`config.mk`:
```
export PLATFORM = sky130hd
export DESIGN_NAME = qsincos
export DESIGN_NICKNAME = d
export VERILOG_FILES = /design/src/rtl/qsincos.sv
export SDC_FILE = /design/constraint.sdc
export NUM_CORES = 1
export LEC_CHECK = 0
export BUFFER_PORTS_ARGS = -buffer_cell sky130_fd_sc_hd__buf_2
export CAP_MARGIN = 10
export CORE_UTILIZATION = 60
export DETAILED_ROUTE_END_ITERATION = 8
export PLACE_DENSITY_LB_ADDON = 0.15
export SLEW_MARGIN = 20
export SYNTH_ARGS = -nofsm -noshare
export SYNTH_HDL_FRONTEND = slang
export SYNTH_SLANG_ARGS = --single-unit
export TNS_END_PERCENT = 5
```
`constraint.sdc`:
```
create_clock -name clock -period 8.6 [get_ports clock]
set_input_delay 1.72 -clock clock [delete_from_list [all_inputs] [get_ports clock]]
set_output_delay 1.72 -clock clock [all_outputs]
set_load 0.01 [all_outputs]
```
`src/rtl/qsincos.sv`:
```
// Iterative CORDIC sine/cosine generator: Q10 radian angle in, Q10 cos/sin out.
// One micro-rotation per clock; the input angle is folded into [-pi/2, pi/2] first.
module qsincos #(
  parameter int DATA_SIZE  = 32,
  parameter int ITERATIONS = 10
) (
  input  logic                        clock,
  input  logic                        reset,
  input  logic                        start_signal,
  input  logic signed [DATA_SIZE-1:0] angle,
  output logic signed [DATA_SIZE-1:0] cos_out,
  output logic signed [DATA_SIZE-1:0] sin_out,
  output logic                        done_signal,
  output logic                        busy
);

  typedef logic signed [DATA_SIZE-1:0] data_t;

  localparam data_t HALF_PI = data_t'(1608);
  localparam data_t PI      = data_t'(3217);
  localparam data_t GAIN_K  = data_t'(622);
  localparam logic [3:0] ITER_LAST = 4'(ITERATIONS - 1);

  typedef enum logic [2:0] {IDLE, PREP, ITER, POST, WRITE} state_t;

  state_t      state, state_next;
  data_t       angle_lat;
  data_t       x, y, z;
  logic [3:0]  i;
  logic        negate;

  data_t       angle_clamped, z_fold, x_sh, y_sh;
  logic        negate_fold;

  function automatic data_t atan_lut(input logic [3:0] idx);
    case (idx)
      4'd0:    atan_lut = data_t'(804);
      4'd1:    atan_lut = data_t'(475);
      4'd2:    atan_lut = data_t'(251);
      4'd3:    atan_lut = data_t'(127);
      4'd4:    atan_lut = data_t'(64);
      4'd5:    atan_lut = data_t'(32);
      4'd6:    atan_lut = data_t'(16);
      4'd7:    atan_lut = data_t'(8);
      4'd8:    atan_lut = data_t'(4);
      4'd9:    atan_lut = data_t'(2);
      default: atan_lut = '0;
    endcase
  endfunction

  function automatic data_t clamp_angle(input data_t a);
    if (a > PI)       clamp_angle = PI;
    else if (a < -PI) clamp_angle = -PI;
    else              clamp_angle = a;
  endfunction

  // Quadrant folding: angles beyond +/-pi/2 are rotated by pi and the result negated.
  always_comb begin
    angle_clamped = clamp_angle(angle_lat);
    z_fold        = angle_clamped;
    negate_fold   = 1'b0;
    if (angle_clamped > HALF_PI) begin
      z_fold      = angle_clamped - PI;
      negate_fold = 1'b1;
    end else if (angle_clamped < -HALF_PI) begin
      z_fold      = angle_clamped + PI;
      negate_fold = 1'b1;
    end
    x_sh = x >>> i;
    y_sh = y >>> i;
  end

  always_comb begin
    state_next = state;
    case (state)
      IDLE:    if (start_signal) state_next = PREP;
      PREP:    state_next = ITER;
      ITER:    if (i == ITER_LAST) state_next = POST;
      POST:    state_next = WRITE;
      WRITE:   state_next = IDLE;
      default: state_next = IDLE;
    endcase
  end

  always_ff @(posedge clock or posedge reset) begin
    if (reset) state <= IDLE;
    else       state <= state_next;
  end

  always_ff @(posedge clock or posedge reset) begin
    if (reset) begin
      angle_lat <= '0;
      x         <= '0;
      y         <= '0;
      z         <= '0;
      i         <= '0;
      negate    <= 1'b0;
      cos_out   <= '0;
      sin_out   <= '0;
    end else begin
      case (state)
        IDLE: if (start_signal) angle_lat <= angle;
        PREP: begin
          z      <= z_fold;
          negate <= negate_fold;
          x      <= GAIN_K;
          y      <= '0;
          i      <= '0;
        end
        ITER: begin
          if (!z[DATA_SIZE-1]) begin
            x <= x - y_sh;
            y <= y + x_sh;
            z <= z - atan_lut(i);
          end else begin
            x <= x + y_sh;
            y <= y - x_sh;
            z <= z + atan_lut(i);
          end
          i <= i + 4'd1;
        end
        POST: begin
          cos_out <= negate ? -x : x;
          sin_out <= negate ? -y : y;
        end
        default: ;
      endcase
    end
  end

  assign done_signal = (state == WRITE);
  assign busy        = (state != IDLE);

endmodule

```
# After elaboration in Yosys (flattened, before gate mapping)
# Memory sizes are Yosys's and may differ from the RTL's.
# Index checks and enable logic that the tools add are counted.
# word_totals
memories	2
mem_bits_ro	320
elab_cells	62
in_bits	35
regBits	200
latch_bits	0
ram_bits	0
# memory_table
memory	depth	width	read_ports	rd_ports_with_merged_regs	wr	line	rtl
(no name shown)	16	10	1	0	0	36	case (idx)
(no name shown)	16	10	1	0	0	36	
# op_classes
n_eq_ne	7
mux	22
add_sub_neg	11
order_cmp	4
mul	0
bitwise	0
n_reduce_logical	5
n_div	0
shifts	2
# ops
cell	count
32-bit two-way mux	13
32-bit case mux with 2 select lines	3
32-bit adder	3
32-bit subtractor	3
32-bit negator	2
32-bit by 4-bit >>> shifter with 32-bit output	2
32-bit by 13-bit adder with 32-bit output (second input constant)	1
32-bit by 12-bit greater-than comparator with 1-bit output (second input constant)	1
32-bit by 13-bit greater-than comparator with 1-bit output (second input constant)	1
32-bit by 12-bit < comparator with 1-bit output (second input constant)	1
32-bit by 13-bit < comparator with 1-bit output (second input constant)	1
32-bit by 13-bit subtractor with 32-bit output (second input constant)	1
3-bit case mux with 4 select lines	1
4-bit case mux with 2 select lines	1
3-bit by 2-bit equality test with 1-bit output (second input constant)	2
3-bit two-way mux	2
4-bit by 1-bit adder with 4-bit output (second input constant)	1
4-bit equality test (second input constant)	1
2-bit != test (second input constant)	2
2-bit AND reduction	2
3-bit by 1-bit equality test with 1-bit output (second input constant)	1
3-bit equality test (second input constant)	1
3-bit zero test	1
3-bit nonzero test	1
other kinds (2)	3

# Longest topological paths before layout
# logic_depth
ltp_word	7
ltp_mapped	28
ltp_nobuf	22

# Worst setup path after synthesis
# OpenSTA, ideal clock, no wires.
# synth_path
path_type	flip-flop to flip-flop
startpoint	reg i[2]
endpoint	reg x[31]
required_ps	8531
synth_period_minus_slack_ps	5989
setup_ps	69
path_buffers	8
arrival_ps	5920
stages_incl_launch_ff	29
setup_slack_ps	2611
path_cell_list	dfrtp_1 -> buf_2 -> buf_1 -> buf_2 -> buf_2 -> buf_1 -> clkbuf_1 -> buf_1 -> clkbuf_1 -> nand3_1 -> o21ai_0 -> ha_1 -> o2111ai_1 -> inv_1 -> nand3_1 -> nor2_1 -> a21oi_1 -> xnor2_1 -> ha_1 -> a211oi_1 -> nand2_1 -> nor2_1 -> a21oi_1 -> o41ai_1 -> o21ai_0 -> a221oi_1 -> xnor2_1 -> or3_1 -> nand3_1
# synth_via
elab_chain_cells	4
word_cells_on_any_way	5
cone_classes	add/sub: 2; shift: 1; mux: 2
# synth_rtl
element	line	rtl
start, declared	29	logic [3:0] i;
start signal, assigned	120	i <= i + 4'd1;
32-bit by 4-bit >>> shifter with 32-bit output *	70	y_sh = y >>> i;
32-bit subtractor or 32-bit adder (tied branches)	112, 116	
32-bit two-way mux *	111	if (!z[DATA_SIZE-1]) begin
32-bit case mux with 2 select lines *	101	case (state)
end signal, assigned	112	x <= x - y_sh;
end signal, assigned	116	x <= x + y_sh;
end, declared	28	data_t x, y, z;
# Mark *: on every way between the ends. The rest lies on a longest branch, timed or not.
# A chain may end at the register's enable or synchronous reset.

# Worst setup path after layout
# layout_path
startpoint	reg i[1]
endpoint	reg x[31]
# Same word-level chain as after synthesis.

==> results.txt <==
Routed Wire Length: 67900 um
Final Wtd Congestion: 1.02
max incr delay on CP: 0.90 ns
wire per inst: 22.8 um
Seq. cell area: 5020 um2
root cell of the clock tree: clkbuf_16
post-synth top area cell: dfrtp_1
DRT antenna net count: 0
Max-Cap Viols: 0
Area contributors post-synth: dfrtp_1 24%, mux4_2 7.1%, ha_1 6.4%
hold-fix buffers at CTS: 0
clock-pin slew on the worst setup and hold paths: 0.08 ns
vias per inst: 6.88
CTS tree: built
Max Buffers Root-to-Sink: 2
Crit Path Category: flop to flop
Critical Path, Cell by Cell: buf_4 > mux4_2 > mux2_2 > a222oi_1 > nand2b_1 > or3_1 > or2_2 > o41ai_1 > xnor2_1 > ha_1 > o211ai_1 > nand2_1 > nand3_1 > a211oi_1 > o41ai_1 > o21ai_0 > a221oi_1 > xnor2_1 > or3_1 > nand3_1
endpoint type of the worst setup path: flop
area of the multi-input gates: 14900 um2
most common cell after layout, fill and taps aside: nand2_1
most frequent cells in the layout: 298 x nand2_1, 257 x o21ai_0, 197 x a21oi_1
cells after synthesis: 2567
GR Overflow Total: 0
Min-Delay Startpoint: cos_out[9]
Main synth FF type: dfrtp_1
Max FO, Critical Path: 48
first-pass GRT wire length: 108000 um
Top-Level Pins: 101
Die Ht: 188 um
sequential-to-total area share from yosys stat: 0.240
status: complete, no violations
normalized max-slew margin: 0.273
setup bufs post-CTS: 0
crit path launch: i[1]
fmax: 0.144 GHz
Worst-Skew Late Latency: 0.48 ns
total CTS buffers: 17
Worst Path Required: 9.01 ns
Post-synth EDFFs: 0
period utilisation layout: 0.809
final setup TNS: 0 ns
Fill cells: 2913
Initial Util: 0.616
CP startpoint kind: flop
syn avg cell area: 8.12 um2
First DRT Iteration DRCs: 2290
row count: 67
Final Setup Violations: 0
Post-Syn Area: 20800 um2
initial antenna violation count: 1
pin count of the biggest net entering global routing: 127
Distinct cells, synth: 85
number of global-route vias before repair: 19600
post-DP HPWL: 48500 um
Final nets: 2654
post-CTS resize count: 0
Worst Hold Class: flop to flop
post-synth top area share: 0.240
clk sinks: 200
GRT Total Usage: 0.389
width of the die: 188 um
Synth Net Count: 2712
CP arrival: 7.37 ns
YS warnings: 0
Worst-Margin Slew: 1.09 ns
Period minus WS final: 6.96 ns
TritonRoute pass-1 iters: 6
# DRC: 0
Vias: 20400
#FFs+latches synth: 200
Core Box Area: 33900 um2
Die Area: 35500 um2
Antenna diodes: 0
RSZ-0062 raised after global routing: no
Post-synth ARST share: 1.00
Final Max Tran Viols: 0
Syn-to-layout area delta: 5.29%
launch point of the worst reg-to-reg path: i[1]
share of cells above drive strength 1: 0.128
quantity of I/O buffers inserted on ports: 100
Layout Skew: 0.0113 ns
Final Hold Fails: 0
number of H-tree levels: 4
Critical Path Slowest Stage Cell: dfrtp_4
flip-flops by register name, summed over array words and instances (netlist names):
name       count
y             32
sin_out       32
x             32
negate         1
angle_lat     32
i              4
state          3
cos_out       32
z             32
kinds of logic (layout without fill, tap and decap cells):
kind of cell	Yosys count	after routing	synth area share
XOR/XNOR	205	205	0.0861
buffers and inverters	259	214	0.0491
multiplexers	173	173	0.129
AO/OA/AOI/OAI	818	818	0.245
flip-flops	200	200	0.240
adder cells (fa/ha/maj)	110	110	0.0671
AND/OR/NAND/NOR	802	802	0.184
layout make-up:
type / count / share of cell area
clock buffers: 18 / 0.0200
inverters: 58 / 0.0103
clock inverters: 14 / 0.00741
repair buffers: 124 / 0.0310
well taps: 448 / 0.0255
multi-input cells: 2108 / 0.677
flip-flops and latches: 200 / 0.229
cell usage after synthesis, types with 13 or more instances:
cell	n
o41ai_1	13
o31ai_1	36
a22oi_1	18
o211ai_1	17
clkbuf_1	161
o22ai_1	24
a21o_1	30
mux2i_1	49
dfrtp_1	200
ha_1	107
nor3_1	51
nor2b_1	27
mux4_2	66
or4_1	17
nor4_1	18
xor2_1	122
xnor2_1	83
or2_2	19
nand2b_1	31
buf_2	18
nor2_1	179
o21ai_0	257
a211oi_1	29
and2_1	20
and3_1	25
buf_1	15
a21oi_1	197
or3_1	28
inv_1	55
nand3_1	40
nand2_1	299
mux2_2	54
a31oi_1	51
o21bai_1	14
metrics by stage:
stage	instance area (um2)	setup slack [ns]	instances	util	hold slack, ns
final	22000	1.64	2970	0.648	0.478
after global routing	22000	1.05	2970	0.648	0.494
after CTS	21900	1.73	2970	0.648	0.482
after detailed placement	21300	1.79	2938	0.630	0.466
after global placement	21300	1.88	2938	0.630	0.457
after floorplan	20900	1.43	2567	-	0.482
per-layer routing:
metal,routed length [um],GRT usage,up-vias,share of wire
li1,-,-,9374,-
met1,26600,0.476,9703,0.39
met2,31200,0.629,1090,0.46
met3,5550,0.0738,264,0.082
met4,4540,0.250,2,0.067
met5,19,0,-,0.00028
critical path: cells and delay by family (launching register included):
kind	cells	cell delay (ns)
and+or+nand+nor	7	1.38
AOI/OAI and AO/OA	7	2.57
adders and majority gates	1	0.39
DFF	1	0.90
xor gates and xnor gates	2	0.31
muxes	2	0.86
buffers and inverters	1	0.47
final timing paths:
path	endpoint	slack, ns	cells after the start
min	cos_out[9]	0.48	2
min in group asynchronous	cos_out[7]	1.39	2
max reg2reg	x[31]	1.64	20
max in group asynchronous	y[29]	5.71	3
max	x[31]	1.64	20
min reg2reg	cos_out[9]	0.48	2
Power is not shown: default switching activity piles up to over one toggle a cycle in this logic, so the estimate is an artifact.
